`src/rtl/system_timer.sv`:
```
// system_timer: prescaled free-running time counter with load, tick/wrap
// pulses, sticky alarm flags per channel and a masked interrupt.
// Optional capture port set enabled by defining SYSTEM_TIMER_CAPTURE_EN.
module system_timer #(
    parameter int TIME_W     = 16,
    parameter int PRE_W      = 16,
    parameter int NUM_ALARMS = 2
) (
    input  logic                         Clock,
    input  logic                         Reset,
    input  logic                         Enable,
    input  logic [PRE_W-1:0]             Prescale,
    input  logic                         Load,
    input  logic [TIME_W-1:0]            LoadValue,
    input  logic [NUM_ALARMS*TIME_W-1:0] AlarmValue,
    input  logic [NUM_ALARMS-1:0]        AlarmClear,
    input  logic [NUM_ALARMS-1:0]        AlarmMask,
`ifdef SYSTEM_TIMER_CAPTURE_EN
    input  logic                         CaptureReq,
    output logic [TIME_W-1:0]            CaptureTime,
    output logic                         CaptureValid,
`endif
    output logic [TIME_W-1:0]            Time,
    output logic                         Tick,
    output logic                         Wrap,
    output logic [NUM_ALARMS-1:0]        AlarmFlag,
    output logic                         Irq
);

    logic [PRE_W-1:0]      r_count;
    logic [TIME_W-1:0]     r_time;
    logic                  r_tick;
    logic                  r_wrap;
    logic                  r_upd;
    logic [NUM_ALARMS-1:0] r_flag;
    logic                  r_irq;

    logic                  w_terminal;
    logic                  w_inc;
    logic                  w_time_ones;
    logic [NUM_ALARMS-1:0] w_match;
    logic [NUM_ALARMS-1:0] w_flag_next;

    // Terminal count uses >= so a Prescale lowered below the count fires at once.
    assign w_terminal  = Enable && (r_count >= Prescale);
    assign w_inc       = !Load && w_terminal;
    assign w_time_ones = &r_time;

    // A channel matches only on the cycle right after Time took a new value.
    always_comb begin
        w_match = '0;
        for (int i = 0; i < NUM_ALARMS; i++) begin
            w_match[i] = r_upd && (r_time == AlarmValue[i*TIME_W +: TIME_W]);
        end
    end

    // Set has priority over clear in the same cycle.
    assign w_flag_next = w_match | (r_flag & ~AlarmClear);

    // Prescale counter: Load restarts it, disabled cycles hold it.
    always_ff @(posedge Clock or negedge Reset) begin
        if (!Reset) begin
            r_count <= '0;
        end else if (Load) begin
            r_count <= '0;
        end else if (Enable) begin
            r_count <= w_terminal ? '0 : r_count + 1'b1;
        end
    end

    // Time register: Load overrides a same-cycle increment.
    always_ff @(posedge Clock or negedge Reset) begin
        if (!Reset) begin
            r_time <= '0;
        end else if (Load) begin
            r_time <= LoadValue;
        end else if (w_inc) begin
            r_time <= r_time + 1'b1;
        end
    end

    // One-cycle event pulses describing what happened to Time last edge.
    always_ff @(posedge Clock or negedge Reset) begin
        if (!Reset) begin
            r_tick <= 1'b0;
            r_wrap <= 1'b0;
            r_upd  <= 1'b0;
        end else begin
            r_tick <= w_inc;
            r_wrap <= w_inc && w_time_ones;
            r_upd  <= Load || w_inc;
        end
    end

    // Sticky alarm flags and the masked interrupt, one cycle behind the flags.
    always_ff @(posedge Clock or negedge Reset) begin
        if (!Reset) begin
            r_flag <= '0;
            r_irq  <= 1'b0;
        end else begin
            r_flag <= w_flag_next;
            r_irq  <= |(r_flag & AlarmMask);
        end
    end

`ifdef SYSTEM_TIMER_CAPTURE_EN
    logic [TIME_W-1:0] r_cap_time;
    logic              r_cap_valid;

    // Snapshot of Time on request; Load invalidates any held snapshot.
    always_ff @(posedge Clock or negedge Reset) begin
        if (!Reset) begin
            r_cap_time  <= '0;
            r_cap_valid <= 1'b0;
        end else begin
            if (CaptureReq) begin
                r_cap_time <= r_time;
            end
            if (Load) begin
                r_cap_valid <= 1'b0;
            end else if (CaptureReq) begin
                r_cap_valid <= 1'b1;
            end
        end
    end

    assign CaptureTime  = r_cap_time;
    assign CaptureValid = r_cap_valid;
`endif

    assign Time      = r_time;
    assign Tick      = r_tick;
    assign Wrap      = r_wrap;
    assign AlarmFlag = r_flag;
    assign Irq       = r_irq;

endmodule

```
`config.mk`:
```
export PLATFORM = sky130hd
export DESIGN_NAME = system_timer
export DESIGN_NICKNAME = d
export VERILOG_FILES = /design/src/rtl/system_timer.sv
export SDC_FILE = /design/constraint.sdc
export NUM_CORES = 1
export LEC_CHECK = 0
export CELL_PAD_IN_SITES_DETAIL_PLACEMENT = 1
export CELL_PAD_IN_SITES_GLOBAL_PLACEMENT = 2
export CORE_UTILIZATION = 28
export DETAILED_ROUTE_END_ITERATION = 6
export HOLD_SLACK_MARGIN = 0.15
export MAX_ROUTING_LAYER = met4
export PLACE_DENSITY_LB_ADDON = 0.08
export SLEW_MARGIN = 40
export SYNTH_ARGS = -nofsm -noshare
export SYNTH_HDL_FRONTEND = slang
export SYNTH_SLANG_ARGS = --single-unit
```
`constraint.sdc`:
```
create_clock -name Clock -period 6.7 [get_ports Clock]
set_input_delay 1.675 -clock Clock [delete_from_list [all_inputs] [get_ports Clock]]
set_output_delay 1.675 -clock Clock [all_outputs]
set_load 0.02 [all_outputs]
```
==> results.toml <==
[status]
status = "completed"

[synthesis]
synth_most_common_cell = "dfrtp_1"
synth_area_leader_cell = "dfrtp_1"
synth_ff_type = "dfrtp_1"
synthArstFlopShare_pct = 100
yosys_warnings = 0
ys_types = 41
synth_seq_cells = 38
syn_inst = 304
yosys-top-cells-area = "dfrtp_1 (35%), xor2_1 (9.1%), ha_1 (8.3%)"
synth_top_area_share_pct = 35.3
synth_nets = 394
yosysSeqAreaShare_pct = 35.3
synthesis.area_mm2 = 0.00270
synth_edf_count = 0
synthTopCellsByCount = "dfrtp_1 (38), nor2_1 (31), xor2_1 (28)"
avgSynthCellArea_um2 = 8.87

[routing]
viasPerCell = 4.91
ant_nets = 0
wl_mm = 8.49
drc = 0
vias = 2564
drt_pass1_iterations = 4
drt-initial-drc-count = 55
wl_per_cell_um = 16.3

[clocking]
cts.sinks = 38
worstSkewPairLatency_ns = 0.30
cts_buffers = 5
cts_tree = "yes"
path_clk_slew_ns = 0.08
cts_resized = 0
cts_root_buf = "clkbuf_8"
postCtsSetupRepairBufs = 0
postCtsHoldBufs = 0
clk_path_buf_depth = 2
cts_max_level = 2

[power_and_ir_drop]
switching_power_uw = 173
seqPwrFrac_pct = 45.9
vdd_drop_max_mv = 0.0700
fin_total_pwr_uw = 577
power_density_mw_per_mm2 = 151
power.internal_uw = 404
combPwrFrac_pct = 24.4
p_clk_share_pct = 29.7
leakagePower_uw = 0.00156
swShare_pct = 30.0

[layout]
final_layout_size_suffix_gt1_share_pct = 3.82
diodes = 0
utilization_pct = 41.2
finalNetCount = 482
fillCellCount = 1115
synthToLayoutAreaGrowth_pct = 41.8

[critical_path]
arrival_ns = 4.46
critPathMaxFanout = 21
cp_slowest_stage_delay_ns = 0.50
crit_required_ns = 6.88
crit_top_cell = "a2111oi_4"
slowest_stage = "a2111oi_4"
start_kind = "primary input"
critPathKind = "primary input to register"
path_cells = "clkdlybuf4s50_1 > ha_1 > nand2b_4 > a2111oi_4 > o21ai_1 > a2111oi_4 > clkbuf_4 > buf_4 > nor4_1 > a221o_1"
critPathCaptureType = "register"

[timing]
final.setup.tns_ns = 0
final-hold-violation-count = 0
slew_headroom_pct = 48.3
final-max-slew-violation-count = 0
grt_setup_unrepaired = "false"
setup_viol = 0
max_freq_mhz = 234
finalClockSkew_ns = 0.0157
min_period_over_period_pct = 63.8
worst_pin_slew_ns = 0.771
period_minus_slack_ns = 4.28
holdWs_ns = 0.546

[run]
maxCapViolations = 0

[floorplanning]
start_util_pct = 29.1
die_w_um = 100
die_h_um = 100
rows = 35
core-area_mm2 = 0.00928
io_pins = 93
die_area_mm2 = 0.0100

[global_routing]
grt_pass1_wl_mm = 13.7
grt_max_degree = 39
grtUsageTotal_pct = 18.2
antenna_found_initial = 0
grt_pass1_vias = 2592
grt_overflow_total = 0

[placement]
dp_hpwl_mm = 6.60
port_buffers = 92
gp_congestion = 0.771

[worst_hold_path]
hp-class = "register to register"
==> placed cells by master (no fill, tap or decap), drive strengths merged, types with 14 or more instances in the layout <==
cell           count
nand2             20
nand3             14
xnor2             17
nor2              31
xor2              28
dfrtp             38
ha                18
inv               20
clkdlybuf4s50     91
==> power by group through the flow <==
stage | clock (uW) | sequential, uW | combinational (uW)
after global placement | 0 | 270 | 141
after detailed placement | 0 | 270 | 142
after CTS | 177 | 266 | 143
final | 171 | 265 | 141
after floorplan | 0 | 267 | 58.8
after global routing | 186 | 268 | 155
==> state kept, by name (all words and copies together) (netlist names) <==
| register | count |
|---|---|
| Wrap | 1 |
| r_count | 16 |
| Irq | 1 |
| r_upd | 1 |
| AlarmFlag | 2 |
| Tick | 1 |
| Time | 16 |
==> critical path: cells and delay by family <==
kind,cells,cell delay [ns]
AO/OA/AOI/OAI,4,1.31
adder cells (fa/ha/maj),1,0.28
buffers and inverters,3,0.96
AND/OR/NAND/NOR,2,0.23
==> worst paths after layout <==
check,start,end,slack [ns],cells past startpoint
max,Prescale[0],Time[0],2.42,10
min,AlarmFlag[1],Irq,0.55,1
max reg2reg,r_count[0],Time[0],3.76,10
min reg2reg,AlarmFlag[1],Irq,0.55,1
max in group asynchronous,Reset,r_count[15],4.98,1
min in group asynchronous,Reset,AlarmFlag[0],1.35,1
==> metal layers <==
layer	global-route usage (%)	wire length (um)	vias up	part of all wire [%]
met3	2.51	253	7	3.0
met4	4.12	71	0	0.84
li1	-	-	1254	-
met2	28.2	3910	55	46
met1	25.2	4260	1248	50
met5	-	0	-	0
==> kinds of logic after synthesis <==
kind of cell | after synthesis | synth area share, %
AOI/OAI and AO/OA | 51 | 13.7
xor gates and xnor gates | 45 | 14.6
adders and majority gates | 18 | 8.35
buffers and inverters | 34 | 5.38
DFF | 38 | 35.3
muxes | 1 | 0.371
and+or+nand+nor | 117 | 22.4
==> per-stage QoR <==
stage               cells  setup slack [ns]  instance area (um2)
global route          522              2.22                 3820
floorplan             304              3.06                 2700
detailed placement    513              1.98                 3720
global placement      513              2.05                 3720
CTS                   521              2.28                 3820
finish                522              2.42                 3820
==> area by class of cell <==
class | count | area [um2] | share of cell area (%)
multi-input cells | 232 | 1610 | 42.0
repair buffers | 94 | 933 | 24.4
clock buffers | 6 | 82.6 | 2.16
inverters | 21 | 78.8 | 2.06
well taps | 129 | 161 | 4.22
flip-flops and latches | 38 | 951 | 24.9
clock inverters | 2 | 12.5 | 0.327
(Power assumes the default switching activity.)
